[config.mk]
export PLATFORM = sky130hd
export DESIGN_NAME = priority_drain_encoder
export DESIGN_NICKNAME = d
export VERILOG_FILES = /design/src/rtl/priority_drain_encoder.sv
export SDC_FILE = /design/constraint.sdc
export NUM_CORES = 1
export LEC_CHECK = 0
export ABC_AREA = 0
export BUFFER_PORTS_ARGS = -buffer_cell sky130_fd_sc_hd__buf_4
export CORE_UTILIZATION = 50
export DETAILED_ROUTE_END_ITERATION = 7
export PLACE_DENSITY_LB_ADDON = 0.3
export SYNTH_ARGS = -nofsm -noshare
export SYNTH_HDL_FRONTEND = slang
export SYNTH_SLANG_ARGS = --single-unit
[constraint.sdc]
create_clock -name clk -period 2.8 [get_ports clk]
set_input_delay 0.14 -clock clk [delete_from_list [all_inputs] [get_ports clk]]
set_output_delay 0.14 -clock clk [all_outputs]
set_load 0.1 [all_outputs]
[src/rtl/priority_drain_encoder.sv]
// priority_drain_encoder
// Accepts a WIDTH-bit request vector over valid/ready and reports the index of
// every set bit, one beat per cycle, highest index first. An all-zero vector
// produces a single beat flagged with out_zero.
// Build option: define PDE_LOW_FIRST_EN to drain lowest set bit first instead.
//
// Handshake: a transfer happens on a rising edge where valid and ready are both
// high; a producer holding valid keeps its data stable until that edge, and
// out_valid/out_* never change while waiting for out_ready (except under rst).
module priority_drain_encoder #(
  parameter int WIDTH = 8,
  localparam int IDX_W = $clog2(WIDTH)
) (
  input  logic             clk,
  input  logic             rst,
  input  logic             in_valid,
  output logic             in_ready,
  input  logic [WIDTH-1:0] in_req,
  output logic             out_valid,
  input  logic             out_ready,
  output logic [IDX_W-1:0] out_idx,
  output logic             out_last,
  output logic             out_zero,
  output logic [1:0]       dbg_state
);

  typedef enum logic [1:0] {
    ST_IDLE  = 2'd0,
    ST_DRAIN = 2'd1,
    ST_ZERO  = 2'd2
  } state_t;

  state_t           state_q, state_d;
  logic [WIDTH-1:0] pending_q, pending_d;

  logic [IDX_W-1:0] sel_idx;
  logic [WIDTH-1:0] sel_onehot;
  logic             pend_single;
  logic             accept;
  logic             out_hs;

  // Pick the bit to report next from the registered pending vector.
  always_comb begin
    sel_idx    = '0;
    sel_onehot = '0;
`ifdef PDE_LOW_FIRST_EN
    for (int i = WIDTH - 1; i >= 0; i--) begin
      if (pending_q[i]) begin
        sel_idx       = IDX_W'(i);
        sel_onehot    = '0;
        sel_onehot[i] = 1'b1;
      end
    end
`else
    for (int i = 0; i < WIDTH; i++) begin
      if (pending_q[i]) begin
        sel_idx       = IDX_W'(i);
        sel_onehot    = '0;
        sel_onehot[i] = 1'b1;
      end
    end
`endif
  end

  // Exactly one bit left means the current beat is the final one.
  assign pend_single = (pending_q != '0) &&
                       ((pending_q & (pending_q - {{(WIDTH-1){1'b0}}, 1'b1})) == '0);

  // Output decode: registers only, no path from in_* to out_*.
  always_comb begin
    out_valid = 1'b0;
    out_idx   = '0;
    out_last  = 1'b0;
    out_zero  = 1'b0;
    case (state_q)
      ST_DRAIN: begin
        out_valid = 1'b1;
        out_idx   = sel_idx;
        out_last  = pend_single;
      end
      ST_ZERO: begin
        out_valid = 1'b1;
        out_last  = 1'b1;
        out_zero  = 1'b1;
      end
      default: ;
    endcase
  end

  assign out_hs    = out_valid & out_ready;
  // Ready when idle, or when the final beat leaves this cycle (no bubble).
  assign in_ready  = ~rst & ((state_q == ST_IDLE) | (out_hs & out_last));
  assign accept    = in_valid & in_ready;
  assign dbg_state = state_q;

  // Next-state logic: retire beats, then let a new accept override.
  always_comb begin
    state_d   = state_q;
    pending_d = pending_q;
    case (state_q)
      ST_DRAIN: begin
        if (out_hs) begin
          if (out_last) begin
            pending_d = '0;
            state_d   = ST_IDLE;
          end else begin
            pending_d = pending_q & ~sel_onehot;
          end
        end
      end
      ST_ZERO: begin
        if (out_hs) state_d = ST_IDLE;
      end
      default: ;
    endcase
    if (accept) begin
      if (in_req != '0) begin
        pending_d = in_req;
        state_d   = ST_DRAIN;
      end else begin
        pending_d = '0;
        state_d   = ST_ZERO;
      end
    end
  end

  // State and pending vector registers with synchronous reset.
  always_ff @(posedge clk) begin
    if (rst) begin
      state_q   <= ST_IDLE;
      pending_q <= '0;
    end else begin
      state_q   <= state_d;
      pending_q <= pending_d;
    end
  end

endmodule

Word level (Yosys, flattened, before mapping):

Cells that the tools add are included.

* equal/unequal tests: 5
* bitwise logic cells: 9
* reductions and logical operators: 11
* add/sub/neg operators: 1
* multiplexer cells: 30

Operators by type and width (number)
* $mux W8: 12
* $mux W3: 7
* $and A8 B8 Y8: 2
* $reduce_bool A8 Y1: 2
* $mux W2: 5
* $ne A3 B3 Y1 const B: 3
* $logic_not A8 Y1: 1
* $not A8 Y8: 1
* $sub A8 B1 Y8 const B: 1
* $and A1 B1 Y1: 4
* $mux W1: 4
* $pmux W2 S2: 1
* $reduce_and A4 Y1: 1
* $reduce_bool A2 Y1: 2
* $reduce_bool A3 Y1: 1
* $eq A2 B1 Y1 const B: 1
* $eq A2 B2 Y1 const B: 1
* $logic_not A2 Y1: 1
* $pmux W1 S2: 1
* $reduce_and A2 Y1: 1
* $reduce_or A2 Y1: 1
* $logic_and A1 B1 Y1: 1
* $not A1 Y1: 1
* $or A1 B1 Y1: 1

* output and inout bits: 9
* input bits: 12
* register bits: 10

Longest topological paths before layout:

* word-level depth: 14
* gate-level depth with buffers: 9

Worst setup path after synthesis:

No wires, ideal clock.

* path type: register -> output
* start: register state_q[0], in the netlist dbg_state[0]
* end: output port in_ready
* path buffers: 0
* stages on the path, launching flop included: 6
* data arrival time: 3.466 ns
* data required time: 2.660 ns
* setup slack: -0.806 ns
* cell sequence: dfxtp_1 > inv_1 > ha_1 > nand2_1 > o41ai_4 > and2_1

* word-level cells in the longest chain between the ends: 7
* elaborated cells on any way between the ends: 10
* classes of those cells: eq/ne: 2; mux: 2; bitwise: 4; reduce/logical: 2

RTL lines
* from (decl): line 33 `state_t state_q, state_d;`
* from (signal assigned): line 133 `state_q <= state_d;`
* $eq A2 B2 Y1 or $eq A2 B1 Y1 (tied branches): line 75 `case (state_q)`
* $reduce_or A2 Y1 (no line) *
* $mux W1 *: line 75
* net out_valid: line 19 `output logic out_valid,`
* $and A1 B1 Y1 *: line 90 `assign out_hs = out_valid & out_ready;`
* $and A1 B1 Y1 *: line 92 `assign in_ready = ~rst & ((state_q == ST_IDLE) | (out_hs & out_last));`
* $or A1 B1 Y1 *: line 92
* $and A1 B1 Y1 *: line 92
* to (decl): line 17 `output logic in_ready,`

The timed path passes the listed nets; every way through them passes the cells marked *.

Final worst setup path:

* start: register state_q[1], in the netlist dbg_state[1]
* end: output port in_ready

* word-level cells in the longest chain between the ends: 7
* elaborated cells on any way between the ends: 10
* classes of those cells: eq/ne: 2; mux: 2; bitwise: 4; reduce/logical: 2

RTL lines (line)
* $eq A2 B2 Y1 or $eq A2 B1 Y1 (tied branches): 75
* $reduce_or A2 Y1 (no line)
* $mux W1: 75
* $and A1 B1 Y1: 90
* $and A1 B1 Y1: 92
* $or A1 B1 Y1 *: 92
* $and A1 B1 Y1 *: 92

Mark *: on every way between the ends. The rest lies on a longest branch, timed or not.

==> results.sh <==
export IMPL_initial_utilization_pct=56.4
export IMPL_ios=21
export IMPL_antenna_found_initial=0
export IMPL_die_width_um=41.3
export IMPL_n_antenna_cell=0
export IMPL_finalSetupViolCount=0
export IMPL_synth_top_cells_by_area="dfxtp_1, ha_1, o21ai_0, o41ai_4, a22o_1"
export IMPL_internal_power_uw=306
export IMPL_postCtsSetupBuffers=0
export IMPL_fin_setup_tns_ns=0
export IMPL_fill_cells=117
export IMPL_power_density_mw_per_mm2=538
export IMPL_max_cap_violations=0
export IMPL_hp_start="in_req[5]"
export IMPL_synth_seq_area_share_pct=26.0
export IMPL_die_area_mm2=0.00170
export IMPL_worst_hold_path_num_cells=2
export IMPL_tightest_slew_ns=0.398
export IMPL_clock_skew_ns=0.00356
export IMPL_final_util_pct=71.1
export IMPL_grt_pass1_wl_mm=3.26
export IMPL_syn2layout_area_growth_pct=26.0
export IMPL_r2r_cells=7
export IMPL_wl_per_cell_um=16.3
export IMPL_fin_crit_ns=2.50
export IMPL_fmax_ghz=0.399
export IMPL_drcViolationCount=0
export IMPL_setup_ws_ns=0.296
export IMPL_leakage_uw=0.000397
export IMPL_gr_total_overflow=0
export IMPL_status="completed"
export IMPL_synth_most_common_cell="dfxtp_1"
export IMPL_cts_root_buffer="clkbuf_4"
export IMPL_ir_worst_vdd_v=0.000549
export IMPL_nNetsFinal=129
export IMPL_synth_edf_count=0
export IMPL_max_slew_margin_rel_pct=73.4
export IMPL_cp_start_kind="flip-flop"
export IMPL_avgSynthCellArea_um2=8.47
export IMPL_hold_buffers=0
export IMPL_drive_gt1_share_pct=31.0
export IMPL_syn_inst=91
export IMPL_critPathRequiredTime_ns=2.66
export IMPL_finalMaxSlewViolations=0
export IMPL_cts_sinks=10
export IMPL_clk_pin_slew_ns=0.07
export IMPL_core_mm2=0.00137
export IMPL_dp_hpwl_mm=1.61
export IMPL_fp_dieH_um=41.3
export IMPL_detail_route_wirelength_mm=2.09
export IMPL_ys_warn_count=0
export IMPL_clock_path_buffers=2
export IMPL_cts_htree_levels=1
export IMPL_rr_endpoint="pending_q[7]"
export IMPL_ff2ff_setup_slack_ns=0.34
export IMPL_num_rows=13
export IMPL_ys_ff_latch=10
export IMPL_min_to="pending_q[5]"
export IMPL_swShare_pct=41.4
export IMPL_p_seq_share_pct=33.7
export IMPL_clkPwrFrac_pct=24.9
export IMPL_fin_crit_sh_pct=89.4
export IMPL_worstPathMaxFanout=7
export IMPL_netlist_area_um2=771
export IMPL_end_kind="primary output"
export IMPL_crit_arrival_ns=2.36
export IMPL_synth_common_cells="dfxtp_1, o21ai_0, nand3_1"
export IMPL_yosys_area_top_type="dfxtp_1"
export IMPL_hold_viol=0
export IMPL_synthFlopType="dfxtp_1"
export IMPL_synth_cell_types=39
export IMPL_post_cts_resized=0
export IMPL_switching_power_uw=216
export IMPL_rsz0062_at_grt="no"
export IMPL_first_pass_iters=4
export IMPL_via_count=851
export IMPL_clock_latency_ns=0.27
export IMPL_p_comb_share_pct=41.4
export IMPL_syn_nets=106
export IMPL_hold_class="in2reg"
export IMPL_port_buffers=20
export IMPL_cts_buffers=3
export IMPL_ant_nets=0
export IMPL_drt_iter0_drc=22
export IMPL_reg2reg_from="dbg_state[1]"
export IMPL_vias_per_cell=6.65
export IMPL_dp_worst_setup_slack_ns=0.371
export IMPL_grt_max_degree=12
export IMPL_grt_pass1_vias=780
export IMPL_async_flop_share_pct=0
export IMPL_synth_top_area_share_pct=26.0
export IMPL_grtUsageTotal_pct=30.2
export IMPL_place_congestion=0.826
export IMPL_worstSetupPathType="reg2out"
export IMPL_cts_tree="yes"
==> kinds of logic (layout without fill, tap and decap cells) <==
family	after synthesis	after routing	synth area share (%)
AO/OA/AOI/OAI	32	32	33.3
XOR/XNOR	1	1	1.14
adder cells (fa/ha/maj)	3	3	4.87
buffers and inverters	6	28	3.89
flip-flops	10	10	26.0
multiplexers	2	2	2.92
AND/OR/NAND/NOR	37	37	27.9
==> cell type report <==
cell class                 instances  area [µm²]  share of cell area [%]
multi-input combinational         75         548                    56.4
sequential                        10         203                    20.9
timing repair buffer              20         150                    15.5
clock buffer                       4        36.3                    3.74
tap                               15        18.8                    1.93
inverter                           4        15.0                    1.55
==> routing by layer <==
metal | vias up | wire [µm] | share of wire (%) | global-route usage (%)
met5 | - | 0 | 0 | 0
met4 | 0 | 10 | 0.48 | 9.68
met3 | 2 | 122 | 5.8 | 8.15
met2 | 42 | 1110 | 53 | 54.7
met1 | 408 | 850 | 41 | 33.7
li1 | 399 | - | - | -
==> power groups by stage <==
stage	Clock, µW	Combinational [µW]	Sequential [µW]
2_1_floorplan	0	160	182
3_3_place_gp	0	210	179
3_5_place_dp	0	214	179
4_1_cts	130	215	175
5_1_grt	137	230	178
6_report	130	216	176
==> metrics by stage <==
step	total power, µW	hold WS, ns	cells	cell area [µm²]
final	522	0.0957	128	971
after global routing	546	0.0946	128	971
after CTS	521	0.0971	128	971
after detailed placement	393	0.372	124	935
after global placement	389	0.362	124	935
after floorplan	343	0.268	91	781
==> worst max-delay path by stage <==
stage	from	endpoint	depth (start not counted)
after floorplan	dbg_state[0]	pending_q[4]	7
after global placement	dbg_state[1]	pending_q[4]	8
after detailed placement	dbg_state[1]	pending_q[7]	8
after CTS	dbg_state[1]	in_ready	8
after global routing	dbg_state[1]	in_ready	8
final	dbg_state[1]	in_ready	8
==> critical path, stage by stage, from the launching register on <==
cell and delay (ns):
dfxtp_2 0.36, inv_1 0.07, ha_1 0.27, a21boi_1 0.18, or2_1 0.27, a41oi_1 0.32
o41ai_4 0.17, and2_2 0.23, buf_4 0.23
==> placed cells by master (no fill, tap or decap), types with 3 or more instances in the layout <==
cell type and count:
nand2_1 4, buf_4 20, inv_1 4, nand3_1 5
nor2_1 4, and3_1 4, a21oi_1 3, a22o_1 3
clkbuf_4 3, dfxtp_1 8, nand4_1 3, o21ai_0 6
nor3_1 4, o21ai_1 3
==> sequential cells by signal, indices dropped and copies added (netlist names) <==
name and cells:
pending_q 8, dbg_state 2
(Power assumes the default switching activity.)
